==> config.mk <==
export PLATFORM = sky130hd
export DESIGN_NAME = acc_rsp_collector
export DESIGN_NICKNAME = d
export VERILOG_FILES = /design/src/rtl/acc_rsp_collector.sv
export SDC_FILE = /design/constraint.sdc
export NUM_CORES = 1
export LEC_CHECK = 0
export CORE_ASPECT_RATIO = 1.75
export CORE_MARGIN = 3
export CORE_UTILIZATION = 30
export DETAILED_ROUTE_END_ITERATION = 8
export PLACE_DENSITY_LB_ADDON = 0.08
export SYNTH_ARGS = -nofsm -noshare
export SYNTH_HDL_FRONTEND = slang
export SYNTH_SLANG_ARGS = --single-unit
==> constraint.sdc <==
create_clock -name clk -period 6.91 [get_ports clk]
set_input_delay 1.7275 -clock clk [delete_from_list [all_inputs] [get_ports clk]]
set_output_delay 1.7275 -clock clk [all_outputs]
set_load 0.1 [all_outputs]
==> src/rtl/acc_rsp_collector.sv <==
// -----------------------------------------------------------------------------
// acc_rsp_collector
//
// Collects accelerator responses coming back from the interconnect and hands
// them to the core in arrival order. Responses are buffered in a small FIFO.
// A counter tracks how many issued requests are still waiting for their
// writeback. A response that arrives when nothing is pending is dropped and
// flagged for one cycle.
//
// Parameters
//   DataWidth      : width of response data
//   Depth          : response buffer entries (power of two, >= 2)
//   MaxOutstanding : maximum issued-but-undelivered requests
//
// Ports
//   clk            : clock, rising edge
//   rst_n          : asynchronous reset, ACTIVE-HIGH (name kept from the
//                    existing codebase)
//   issue_valid_i  : one request issued this cycle that expects a writeback
//   issue_stall_o  : outstanding limit reached; issues are not counted
//   c_rsp_valid_i  : interconnect response valid
//   c_rsp_ready_o  : collector can take a response
//   c_rsp_data_i   : response data
//   c_rsp_rd_i     : destination register index
//   c_rsp_error_i  : accelerator error flag (forwarded only)
//   x_rsp_valid_o  : response to core valid
//   x_rsp_ready_i  : core accepts response
//   x_rsp_data_o   : head entry data
//   x_rsp_rd_o     : head entry register index
//   x_rsp_error_o  : head entry error flag
//   outstanding_o  : issued-but-undelivered count
//   spurious_o     : one-cycle pulse, a response was dropped (nothing pending)
//
// Handshake rules (both sides): a transfer happens on a rising edge where
// valid and ready are both 1. The producer holds valid and payload stable
// until the transfer; ready never depends combinationally on valid.
// c_rsp_ready_o depends only on the buffer fill level (no pop-to-push path),
// x_rsp_valid_o depends only on the buffer fill level (no bypass).
// -----------------------------------------------------------------------------
module acc_rsp_collector #(
    parameter int DataWidth      = 32,
    parameter int Depth          = 4,
    parameter int MaxOutstanding = 8
) (
    input  logic                                   clk,
    input  logic                                   rst_n,

    input  logic                                   issue_valid_i,
    output logic                                   issue_stall_o,

    input  logic                                   c_rsp_valid_i,
    output logic                                   c_rsp_ready_o,
    input  logic [DataWidth-1:0]                   c_rsp_data_i,
    input  logic [4:0]                             c_rsp_rd_i,
    input  logic                                   c_rsp_error_i,

    output logic                                   x_rsp_valid_o,
    input  logic                                   x_rsp_ready_i,
    output logic [DataWidth-1:0]                   x_rsp_data_o,
    output logic [4:0]                             x_rsp_rd_o,
    output logic                                   x_rsp_error_o,

    output logic [$clog2(MaxOutstanding+1)-1:0]    outstanding_o,
    output logic                                   spurious_o
);

    localparam int PtrW = $clog2(Depth);
    localparam int CntW = $clog2(Depth + 1);
    localparam int OutW = $clog2(MaxOutstanding + 1);
    // Common width for the pending computation; Depth may exceed
    // MaxOutstanding or vice versa.
    localparam int CmpW = (OutW > CntW) ? OutW : CntW;

    typedef struct packed {
        logic [DataWidth-1:0] data;
        logic [4:0]           rd;
        logic                 error;
    } entry_t;

    // -------------------------------------------------------------------------
    // State
    // -------------------------------------------------------------------------
    entry_t          mem_q [Depth];
    entry_t          mem_d [Depth];
    logic [PtrW-1:0] wr_ptr_q, wr_ptr_d;
    logic [PtrW-1:0] rd_ptr_q, rd_ptr_d;
    logic [CntW-1:0] count_q, count_d;
    logic [OutW-1:0] outstanding_q, outstanding_d;
    logic            spurious_q, spurious_d;

    // -------------------------------------------------------------------------
    // Handshake and event decode
    // -------------------------------------------------------------------------
    logic            buf_full;
    logic            buf_empty;
    logic            in_hs;
    logic            out_hs;
    logic            issue_acc;
    logic            push;
    logic            pop;
    logic [CmpW-1:0] pending;
    logic            none_pending;
    entry_t          in_entry;
    entry_t          head_entry;

    assign buf_full  = (count_q == CntW'(Depth));
    assign buf_empty = (count_q == '0);

    assign c_rsp_ready_o = ~buf_full;
    assign x_rsp_valid_o = ~buf_empty;
    assign issue_stall_o = (outstanding_q == OutW'(MaxOutstanding));

    assign in_hs     = c_rsp_valid_i & c_rsp_ready_o;
    assign out_hs    = x_rsp_valid_o & x_rsp_ready_i;
    assign issue_acc = issue_valid_i & ~issue_stall_o;

    // Requests issued but whose response has not yet entered the buffer.
    // count never exceeds outstanding, so this never wraps.
    assign pending      = CmpW'(outstanding_q) - CmpW'(count_q);
    assign none_pending = (pending == '0);

    // A same-cycle issue does not make a response legitimate: pending is
    // evaluated on the registered counter only.
    assign push = in_hs & ~none_pending;
    assign pop  = out_hs;

    assign in_entry.data  = c_rsp_data_i;
    assign in_entry.rd    = c_rsp_rd_i;
    assign in_entry.error = c_rsp_error_i;

    // -------------------------------------------------------------------------
    // Next-state logic
    // -------------------------------------------------------------------------
    always_comb begin
        for (int i = 0; i < Depth; i++) begin
            mem_d[i] = mem_q[i];
        end
        if (push) begin
            mem_d[wr_ptr_q] = in_entry;
        end
    end

    always_comb begin
        wr_ptr_d = wr_ptr_q;
        rd_ptr_d = rd_ptr_q;
        // Depth is a power of two, so natural pointer overflow wraps modulo Depth.
        if (push) begin
            wr_ptr_d = wr_ptr_q + PtrW'(1);
        end
        if (pop) begin
            rd_ptr_d = rd_ptr_q + PtrW'(1);
        end
    end

    always_comb begin
        count_d = count_q;
        unique case ({push, pop})
            2'b10:   count_d = count_q + CntW'(1);
            2'b01:   count_d = count_q - CntW'(1);
            default: count_d = count_q;
        endcase
    end

    always_comb begin
        outstanding_d = outstanding_q;
        // A pop implies count >= 1 and so outstanding >= 1; an accepted issue
        // implies outstanding < MaxOutstanding. Neither direction can wrap.
        unique case ({issue_acc, pop})
            2'b10:   outstanding_d = outstanding_q + OutW'(1);
            2'b01:   outstanding_d = outstanding_q - OutW'(1);
            default: outstanding_d = outstanding_q;
        endcase
    end

    always_comb begin
        spurious_d = in_hs & none_pending;
    end

    // -------------------------------------------------------------------------
    // Registers
    // -------------------------------------------------------------------------
    always_ff @(posedge clk or posedge rst_n) begin
        if (rst_n) begin
            wr_ptr_q      <= '0;
            rd_ptr_q      <= '0;
            count_q       <= '0;
            outstanding_q <= '0;
            spurious_q    <= 1'b0;
        end else begin
            wr_ptr_q      <= wr_ptr_d;
            rd_ptr_q      <= rd_ptr_d;
            count_q       <= count_d;
            outstanding_q <= outstanding_d;
            spurious_q    <= spurious_d;
        end
    end

    // Buffer storage carries no reset; entries are only read once written.
    always_ff @(posedge clk) begin
        for (int i = 0; i < Depth; i++) begin
            mem_q[i] <= mem_d[i];
        end
    end

    // -------------------------------------------------------------------------
    // Outputs
    // -------------------------------------------------------------------------
    // Head entry only changes on a pop, so fields stay stable while the core
    // back-pressures.
    assign head_entry    = mem_q[rd_ptr_q];
    assign x_rsp_data_o  = head_entry.data;
    assign x_rsp_rd_o    = head_entry.rd;
    assign x_rsp_error_o = head_entry.error;

    assign outstanding_o = outstanding_q;
    assign spurious_o    = spurious_q;

endmodule

---- Word-level counts from Yosys, hierarchy flattened ----
Memory sizes are Yosys's and may differ from the RTL's.
Index checks and enable logic that the tools add are counted.
operators by class
  add/sub/neg operators ................... 7
  $lt $le $gt $ge ......................... 2
  equal/unequal tests ..................... 6
  mux-type cells .......................... 6
  bitwise logic cells ..................... 10
  reduce and logical (&&, ||, !) cells .... 5
operator list
  cell                                                                   count
  152-bit bitwise mux                                                    1
  152-bit 2-to-1 mux                                                     1
  38-bit demux with 2-bit select                                         1
  38-bit 2-to-1 mux                                                      1
  4-bit case mux with 2 select lines                                     1
  3-bit case mux with 2 select lines                                     1
  1-bit AND                                                              5
  2-bit by 1-bit adder with 2-bit output, second input constant          2
  4-bit by 1-bit adder with 4-bit output, second input constant          1
  2-bit by 1-bit equality test with 1-bit output, second input constant  2
  2-bit equality test, second input constant                             2
  4-bit equality test, second input constant                             1
  4-bit logical NOT                                                      1
  1-bit inverter                                                         4
  2-bit nonzero test                                                     2
  4-bit by 1-bit subtractor with 4-bit output, second input constant     1
  4-bit by 3-bit subtractor with 4-bit output                            1
  3-bit by 1-bit adder with 3-bit output, second input constant          1
  3-bit equality test, second input constant                             1
  3-bit greater-or-equal comparator, second input constant               1
  3-bit logical NOT                                                      1
  3-bit by 1-bit < comparator with 1-bit output, second input constant   1
  2-bit inverter with 3-bit output                                       1
  3-bit by 1-bit subtractor with 3-bit output, second input constant     1
  1-bit logical AND                                                      1
storage, ports and cells
  register bits after elaboration ......... 12
  bits in writable memories ............... 152
  input port bits ......................... 43
  logic and storage cells ................. 42
  memories ................................ 1
memory list
  name   words  width  read ports  clocked after memory_dff  write ports  line  source
  mem_q  4      38     5           0                         4            83    entry_t mem_q [Depth];

---- Longest topological paths before layout ----
  word-level depth ........................ 7
  gate-level depth with buffers ........... 12

---- Worst setup path after synthesis ----
Ideal clock, no wire load.
  path kind ............................... register -> output
  start ................................... register outstanding_q[3] (netlist: outstanding_o[3])
  end ..................................... output port issue_stall_o
  arrival time ............................ 4020 ps
  setup slack ............................. 1163 ps
  cell stages (with the launch flop) ...... 3
  cell sequence ........................... dfrtp_1 inv_1 nor4_1
on the way
  cells in the longest elaborated chain, start to end .. 1
ends and longest elaborated chain
  element                 line  source
  start, declared         88    logic [OutW-1:0] outstanding_q, outstanding_d;
  start signal, assigned  193   outstanding_q <= outstanding_d;
  4-bit equality test     111   assign issue_stall_o = (outstanding_q == OutW'(MaxOutstanding));
  end, declared           49    output logic issue_stall_o,
No other way between the ends.

---- Final worst setup path ----
  start ................................... register rd_ptr_q[1]
  end ..................................... output port x_rsp_data_o[23]
on the way
  cells in the longest elaborated chain, start to end .. 1
ends and longest elaborated chain
  element                 line  source
  start, declared         86    logic [PtrW-1:0] rd_ptr_q, rd_ptr_d;
  start signal, assigned  191   rd_ptr_q <= rd_ptr_d;
  memory 4 x 38 bit       --
  end, declared           59    output logic [DataWidth-1:0] x_rsp_data_o,
No other way between the ends.

==> flow_summary.ini <==
[floorplan]
die_area_um2 = 22900
die_h_um = 198
io-pin-count = 89
coreArea_um2 = 20500
die_w_um = 116
start_util = 0.309
rows = 69

[clock_network]
h-tree-depth = 4
cts_tree = yes
cts.clk_slew.worst_paths_ns = 0.06
postCtsSetupBuffers = 0
cts.path.max_buffers = 2
cts-root-buf = clkbuf_16
clk-insertion-delay-late_ns = 0.42
cts_made_buffers = 17
cts_resized = 0
cts_hold_buf = 0
cts_sinks = 164

[timing]
slew_violations = 0
post-route-period-util = 0.693
setup_tns_ns = 0
hold_slack_ns = 0.575
slew_headroom = 0.277
setup_violations = 0
final-hold-violation-count = 0
rsz0062_at_grt = false
period_minus_slack_ns = 4.79
skew_ns = 0.00874
tightest_slew_ns = 1.08
timing.fmax_ghz = 0.209

[place]
gp_congestion = 0.646
place_area_um2 = 7490
place_inst = 612
dp_hpwl_um = 7580
numPortBuffers = 88

[yosys]
async_reset_ff_frac = 0.0732
yosysTopAreaCell = edfxtp_1
synth.area.top_cells = edfxtp_1 72%, mux4_2 14%, dfrtp_1 4.8%
syn_area_um2 = 6320
synthTopCellsByCount = 152 x edfxtp_1, 38 x mux4_2, 12 x dfrtp_1, 12 x inv_1, 11 x ha_1
yosysSeqAreaShare = 0.770
synth_edf_count = 152
synth_nets = 338
ys_warn_count = 0
yosysUniqueCellTypes = 33
synth.top_cell.area_share = 0.723
syn_avg_cell_area_um2 = 22.4
netlist_instances = 282
synth_seq_cells = 164
yosysMostFrequentCell = edfxtp_1
synth_top_flop_cell = edfxtp_1

[global_route]
first_global_vias = 3355
grt_usage = 0.119
grt.overflow.total = 0
antenna_found_initial = 1
grt_pass1_wl_um = 19600
grt_max_degree = 41

[run]
cap_violations = 0

[routing]
vias = 2972
antenna_left = 0
vias_per_cell = 4.61
avgRoutedWirePerCell_um = 19.5
drc_errors = 0
firstDrtPassIters = 4
wl_um = 12600
first_iter_violations = 122

[setup_path]
cp_max_fo = 39
worst-endpoint-required_ns = 5.18
setup.worst_path.start_class = flip-flop
cp-end-kind = output port
cpMaxStageDelayCell = clkdlybuf4s50_1
crit_family = buffers and inverters
worstPathCellList = mux4_2 > clkdlybuf4s50_1
path_buf_inv = 1
cp_slowest_stage_delay_ns = 1.15
cp_data_arrival_time_ns = 3.06
crit_type = reg2out

[finish]
layout.nets = 439
final.fill_count = 1862
syn_to_final_growth_pct = 27.7
postLayoutCellArea_um2 = 8070
layout.cells.non_filler = 645
drive_gt1_frac = 0.210

[min_path]
holdCritPathClass = reg2reg

[run_status]
outcome = complete, no violations
[stage by stage]
step / worst slack (ns) / utilization
6_report: 2.12 / 0.394
2_1_floorplan: 1.16 / -
3_5_place_dp: 2.48 / 0.366
4_1_cts: 2.02 / 0.394
3_3_place_gp: 2.48 / 0.366
5_1_grt: 1.94 / 0.394
[cell families (layout without fill, tap and decap cells)]
logic type | after synthesis | in the layout | share of synthesized area
compound gates | 10 | 10 | 0.0119
buf+inv | 22 | 136 | 0.0154
flops | 164 | 164 | 0.770
fa+ha+maj | 13 | 13 | 0.0281
other cells | 0 | 1 | 0
simple gates | 25 | 25 | 0.0238
mux | 40 | 40 | 0.139
xor+xnor | 8 | 8 | 0.0111
[routing by layer]
| layer | vias to the layer above | GRT usage | wire, um |
|---|---|---|---|
| li1 | 1350 | - | - |
| met1 | 1541 | 0.134 | 4910 |
| met2 | 65 | 0.208 | 6880 |
| met3 | 16 | 0.0327 | 544 |
| met4 | 0 | 0.0538 | 276 |
| met5 | - | 0 | 0 |
[state kept, by name (all words and copies together) (netlist names)]
register       count
rd_ptr_q           2
outstanding_o      4
wr_ptr_q           2
count_q            3
spurious_o         1
mem_q            152
[path summary, 6_finish.rpt]
check	startpoint	cells past startpoint	slack [ns]	to
max in group asynchronous	rst_n	2	4.86	rd_ptr_q[0]
worst min-delay path	wr_ptr_q[1]	1	0.58	wr_ptr_q[1]
min in group asynchronous	rst_n	2	1.65	count_q[2]
worst min register to register	wr_ptr_q[1]	1	0.58	wr_ptr_q[1]
worst max-delay path	rd_ptr_q[1]	2	2.12	x_rsp_data_o[23]
worst max register to register	outstanding_o[0]	7	4.20	mem_q[1][5]
[worst reg2reg max path, delay by kind of cell (launching register included)]
family          cells  cell delay (ns)
compound gates      2             0.47
fa+ha+maj           1             0.20
buf+inv             2             0.54
flops               1             0.44
simple gates        2             0.73
[layout by cell type (no fill, tap or decap), types with 5 or more instances in the layout]
| cell type | count |
|---|---|
| edfxtp_1 | 152 |
| nand2_1 | 5 |
| xnor2_1 | 5 |
| inv_1 | 12 |
| ha_1 | 11 |
| dfrtp_1 | 10 |
| clkdlybuf4s50_1 | 88 |
| clkbuf_16 | 17 |
| inv_6 | 7 |
| mux4_2 | 38 |
[layout make-up]
type / count / area (um2) / area share
Sequential cell: 164 / 4870 / 0.604
Multi-Input combinational cell: 96 / 1360 / 0.168
Timing Repair Buffer: 92 / 911 / 0.113
Clock buffer: 17 / 425 / 0.0527
Tap cell: 248 / 310 / 0.0385
Clock inverter: 15 / 143 / 0.0177
Inverter: 12 / 45.0 / 0.00558
Antenna cell: 1 / 2.50 / 0.000310
Power is left out: the tool's default activity adds up to more than one toggle a clock period on the data nets, which glitch-free logic cannot reach.
